==> config.mk <==
export PLATFORM = sky130hd
export DESIGN_NAME = qadd_seq
export DESIGN_NICKNAME = d
export VERILOG_FILES = /design/src/rtl/qadd_pkg.sv /design/src/rtl/qadd_fifo.sv /design/src/rtl/qadd_seq.sv
export SDC_FILE = /design/constraint.sdc
export NUM_CORES = 1
export LEC_CHECK = 0
export CELL_PAD_IN_SITES_DETAIL_PLACEMENT = 2
export CELL_PAD_IN_SITES_GLOBAL_PLACEMENT = 2
export CORE_AREA = 2 2 108 110
export DETAILED_ROUTE_END_ITERATION = 16
export DIE_AREA = 0 0 110 112
export PLACE_DENSITY = 0.85
export SKIP_CTS_REPAIR_TIMING = 1
export SYNTH_ARGS = -nofsm -noshare
export SYNTH_HDL_FRONTEND = slang
export SYNTH_HIERARCHICAL = 1
export SYNTH_SLANG_ARGS = --single-unit
==> constraint.sdc <==
create_clock -name clk -period 3.1 [get_ports clk]
set_input_delay 0.62 -clock clk [delete_from_list [all_inputs] [get_ports clk]]
set_output_delay 0.62 -clock clk [all_outputs]
set_load 0.005 [all_outputs]
==> src/rtl/qadd_pkg.sv <==
// Shared constants and FSM encoding for the qadd pipeline and its sequencer.
package qadd_pkg;
  localparam int SIZE = 8;
  localparam int LAT  = 3;

  typedef enum logic [2:0] {
    IDLE,
    ISSUE,
    WAIT,
    CAPTURE,
    DONE
  } qadd_seq_state_t;
endpackage

==> src/rtl/qadd_fifo.sv <==
// Synchronous FIFO holding queued operand pairs; head is the oldest entry.
// Pushes when full and pops when empty are ignored.
module qadd_fifo import qadd_pkg::*; #(
  parameter int W     = 2 * qadd_pkg::SIZE,
  parameter int DEPTH = 4
) (
  input  logic         clk,
  input  logic         rst,
  input  logic         push,
  input  logic         pop,
  input  logic [W-1:0] din,
  output logic         full,
  output logic         empty,
  output logic [W-1:0] head
);
  localparam int AW = $clog2(DEPTH);

  logic [W-1:0]  mem [DEPTH];
  logic [AW-1:0] wr_ptr;
  logic [AW-1:0] rd_ptr;
  logic [AW:0]   count;
  logic          do_push;
  logic          do_pop;

  assign full    = (count == (AW+1)'(DEPTH));
  assign empty   = (count == '0);
  assign do_push = push && !full;
  assign do_pop  = pop && !empty;
  assign head    = mem[rd_ptr];

  always_ff @(posedge clk) begin
    if (do_push) mem[wr_ptr] <= din;
  end

  always_ff @(posedge clk) begin
    if (rst) begin
      wr_ptr <= '0;
      rd_ptr <= '0;
      count  <= '0;
    end else begin
      if (do_push) wr_ptr <= wr_ptr + 1'b1;
      if (do_pop)  rd_ptr <= rd_ptr + 1'b1;
      case ({do_push, do_pop})
        2'b10:   count <= count + 1'b1;
        2'b01:   count <= count - 1'b1;
        default: count <= count;
      endcase
    end
  end
endmodule

==> src/rtl/qadd_seq.sv <==
// Feeds queued operand pairs to qadd one at a time, holding a/b through the
// pipeline, and presents each captured c/ok on a valid/ready output port.
module qadd_seq import qadd_pkg::*; #(
  parameter int SIZE  = qadd_pkg::SIZE,
  parameter int DEPTH = 4,
  parameter int LAT   = qadd_pkg::LAT
) (
  input  logic            clk,
  input  logic            rst,
  input  logic            in_valid,
  output logic            in_ready,
  input  logic [SIZE-1:0] in_a,
  input  logic [SIZE-1:0] in_b,
  output logic            q_start,
  output logic [SIZE-1:0] q_a,
  output logic [SIZE-1:0] q_b,
  input  logic [SIZE-1:0] q_c,
  input  logic            q_ok,
  output logic            out_valid,
  input  logic            out_ready,
  output logic [SIZE-1:0] out_c,
  output logic            out_ok
);
  localparam int CW = (LAT > 2) ? $clog2(LAT) : 1;

  qadd_seq_state_t state, nxt;
  logic [CW-1:0]     cnt;
  logic [SIZE-1:0]   op_a, op_b, c_reg;
  logic              ok_reg;
  logic              fifo_full, fifo_empty, push, load;
  logic [2*SIZE-1:0] fifo_head;

  assign in_ready = !fifo_full && !rst;
  assign push     = in_valid && in_ready;

  qadd_fifo #(.W(2*SIZE), .DEPTH(DEPTH)) u_fifo (
    .clk   (clk),
    .rst   (rst),
    .push  (push),
    .pop   (load),
    .din   ({in_a, in_b}),
    .full  (fifo_full),
    .empty (fifo_empty),
    .head  (fifo_head)
  );

  always_ff @(posedge clk) begin
    if (rst) state <= IDLE;
    else     state <= nxt;
  end

  always_comb begin
    nxt  = state;
    load = 1'b0;
    case (state)
      IDLE: begin
        if (!fifo_empty) begin
          load = 1'b1;
          nxt  = ISSUE;
        end
      end
      ISSUE:   nxt = WAIT;
      WAIT:    if (cnt == CW'(LAT - 2)) nxt = CAPTURE;
      CAPTURE: nxt = DONE;
      DONE: begin
        if (out_ready) begin
          if (!fifo_empty) begin
            load = 1'b1;
            nxt  = ISSUE;
          end else begin
            nxt = IDLE;
          end
        end
      end
      default: nxt = IDLE;
    endcase
  end

  // Counts WAIT cycles; qadd's result is ready LAT edges after ISSUE.
  always_ff @(posedge clk) begin
    if (rst || state == ISSUE) cnt <= '0;
    else if (state == WAIT)    cnt <= cnt + 1'b1;
  end

  always_ff @(posedge clk) begin
    if (rst) begin
      op_a <= '0;
      op_b <= '0;
    end else if (load) begin
      {op_a, op_b} <= fifo_head;
    end
  end

  always_ff @(posedge clk) begin
    if (rst) begin
      c_reg  <= '0;
      ok_reg <= 1'b0;
    end else if (state == CAPTURE) begin
      c_reg  <= q_c;
      ok_reg <= q_ok;
    end
  end

  // Outputs read as reset values during any cycle with rst high.
  assign q_start   = (state == ISSUE) && !rst;
  assign out_valid = (state == DONE) && !rst;
  assign q_a       = rst ? '0 : op_a;
  assign q_b       = rst ? '0 : op_b;
  assign out_c     = rst ? '0 : c_reg;
  assign out_ok    = rst ? 1'b0 : ok_reg;
endmodule

==> impl_metrics.yaml <==
outcome:
  outcome: "complete, no violations"
die:
  dieWidth_um: 110
  fp-row-count: 39
  dieArea_mm2: 0.0123
  ioPinCount: 57
  start_util_pct: 37.8
  core-area_mm2: 0.0112
  die_y_um: 112
synth:
  synth_top_area_share_pct: 45.5
  syn-mean-instance-area_um2: 15.2
  synthTopCellsByCount: "edfxtp_1 (64), nor2b_1 (41), dfxtp_1 (39)"
  synth_edf_count: 64
  netlist_area_mm2: 0.00423
  synth-compound-area-share_pct: 2.13
  synth_cells: 279
  synth_top_family_by_area: "multiplexers"
  ys_seq_area_share_pct: 63.9
  ys_ff_latch: 103
  synth-async-reset-ratio_pct: 0
  yosysTopAreaCell: "edfxtp_1"
  synth_xor_xnor_area_share_pct: 0.829
  yosys.area_share.simple_pct: 11.9
  synth_adder_area_share_pct: 2.25
  yosys_warnings: 6
  synthMuxAreaShare_pct: 15.7
  synth_flop_cell: "edfxtp_1"
  yosysUniqueCellTypes: 33
  yosysMostFrequentCell: "edfxtp_1"
  synth_nets: 315
  synth_area_leaders: "edfxtp_1 (45%), dfxtp_1 (18%), nor2b_1 (6.1%)"
route:
  wl_per_cell_um: 19.4
  wl_um: 9430
  ant_nets: 0
  drt_iter0_drc: 88
  avgViaCountPerCell: 4.98
  dr.pass1.iters: 4
  num_vias: 2417
  drc_errors: 0
finish:
  fin_area_mm2: 0.00520
  largest_register_ffs: 64
  fin_util_pct: 46.5
  seqCellArea_mm2: 0.00270
  area_delta_synth_final_pct: 23.0
  multi_input_area_mm2: 0.00139
  regMostFlops: "u_fifo/mem"
  nFillCells: 1053
  nNetsFinal: 373
  drive_gt1_share_pct: 15.2
  antennaDiodeCount: 0
sta:
  hold_slack_ps: 493
  slew-limit-headroom_pct: 47.2
  setup_viol: 0
  post-route-period-util_pct: 82.2
  finalCriticalPeriod_ps: 2550
  final_max_slew_viol_count: 0
  skew_ps: 9.47
  fmax_ghz: 0.393
  tns_ps: 0
  rsz0062_at_grt: "false"
  hold_violations: 0
  worst_slew_pin_slew_ps: 791
grt:
  grt.overflow.total: 0
  grt_util_all_layers_pct: 16.6
  grt_pass1_wl_um: 14800
  grt_pass1_vias: 2736
  grt_start_max_net_pins: 67
  antenna_found_initial: 0
critical_path:
  critPathRequiredTime_ps: 3370
  path_class: "input pin to register"
  cp_max_fo: 3
  start_kind: "input pin"
  cp_slowest_cell: "clkdlybuf4s50_1"
  cp_slowest_stage_delay_ps: 500
  cp_cell_sequence: "clkdlybuf4s50_1 -> nor2b_4 -> nor4_4 -> o31ai_1 -> inv_1 -> ha_1 -> inv_1 -> fa_1 -> xor2_1 -> or3_1 -> a21oi_1"
  cp-end-kind: "register"
  cpMostUsedCell: "inv_1"
  arrival_ps: 2820
clocking:
  clk_pin_slew_ps: 70
  clock_sinks: 103
  cts_buffers: 9
  cts_root_buf: "clkbuf_16"
  tritoncts: "built"
  cts_buffer_depth: 2
  clock_latency_ps: 340
  cts-htree-levels: 3
place:
  placed_area_mm2: 0.00492
  post-dp-hpwl_um: 6490
  portBuffers: 56
  gpl.final_weighted_congestion: 0.748
power_and_ir_drop:
  ir_drop_uv: 351
  p_leak_uw: 0.00182
  cellPowerDensity_mw_per_mm2: 654
run:
  maxCapViolations: 0
worst_hold_path:
  hold_path.class: "register to register"
metrics by stage:
stage	worst slack (ps)	total power (uW)	instances
2_1_floorplan	536	2150	279
3_3_place_gp	319	2330	469
3_5_place_dp	232	2390	469
4_1_cts	551	3460	485
5_1_grt	357	3570	485
6_report	553	3400	485
report_power, final:
| group | internal [uW] | switching, uW |
|---|---|---|
| combinational | 381 | 302 |
| clock | 567 | 485 |
| sequential | 1580 | 84.7 |
path summary, 6_finish.rpt:
| kind | endpoint | startpoint | slack (ps) | cells past startpoint |
|---|---|---|---|---|
| worst min register to register | c_reg[1] | c_reg[1] | 490 | 2 |
| worst max register to register | u_fifo/count[2] | u_fifo/count[2] | 580 | 12 |
| worst min-delay path | c_reg[1] | c_reg[1] | 490 | 2 |
| worst max-delay path | u_fifo/count[2] | out_ready | 550 | 11 |
cells in the final DEF (no fill, tap or decap), drive strengths merged, types with 7 or more instances in the layout:
cell / synthesis / layout
inv: 9 / 10
buf: 10 / 8
mux2: 16 / 16
mux2i: 10 / 10
mux4: 16 / 16
dfxtp: 39 / 39
clkdlybuf4s50: 0 / 55
nor2: 17 / 17
a21oi: 7 / 7
edfxtp: 64 / 64
clkbuf: 6 / 11
nor2b: 42 / 42
routing by layer:
metal	track usage (%)	wire length (um)	part of all wire, %
met1	17.7	3750	40
met2	30.3	5180	55
met3	5.21	349	3.7
met4	5.91	153	1.6
met5	0	0	0
critical path: cells and delay by family:
kind	cells	cell delay [ps]
xor+xnor	1	160
compound gates	2	290
simple gates	3	520
fa+ha+maj	2	560
buf+inv	3	650
area by class of cell:
type,count,share of cell area (%)
timing repair buffer,63,11.9
sequential,103,52.0
inverter,9,0.650
clock buffer,11,4.67
multi-input combinational,151,26.7
clock inverter,5,0.650
tap,143,3.44
logic make-up after synthesis:
family                   count (synthesis)
multiplexers                            42
buffers and inverters                   25
AND/OR/NAND/NOR                         82
adder cells (fa/ha/maj)                  7
flip-flops                             103
XOR/XNOR                                 4
AO/OA/AOI/OAI                           16
Power figures use the tool's default switching activity.
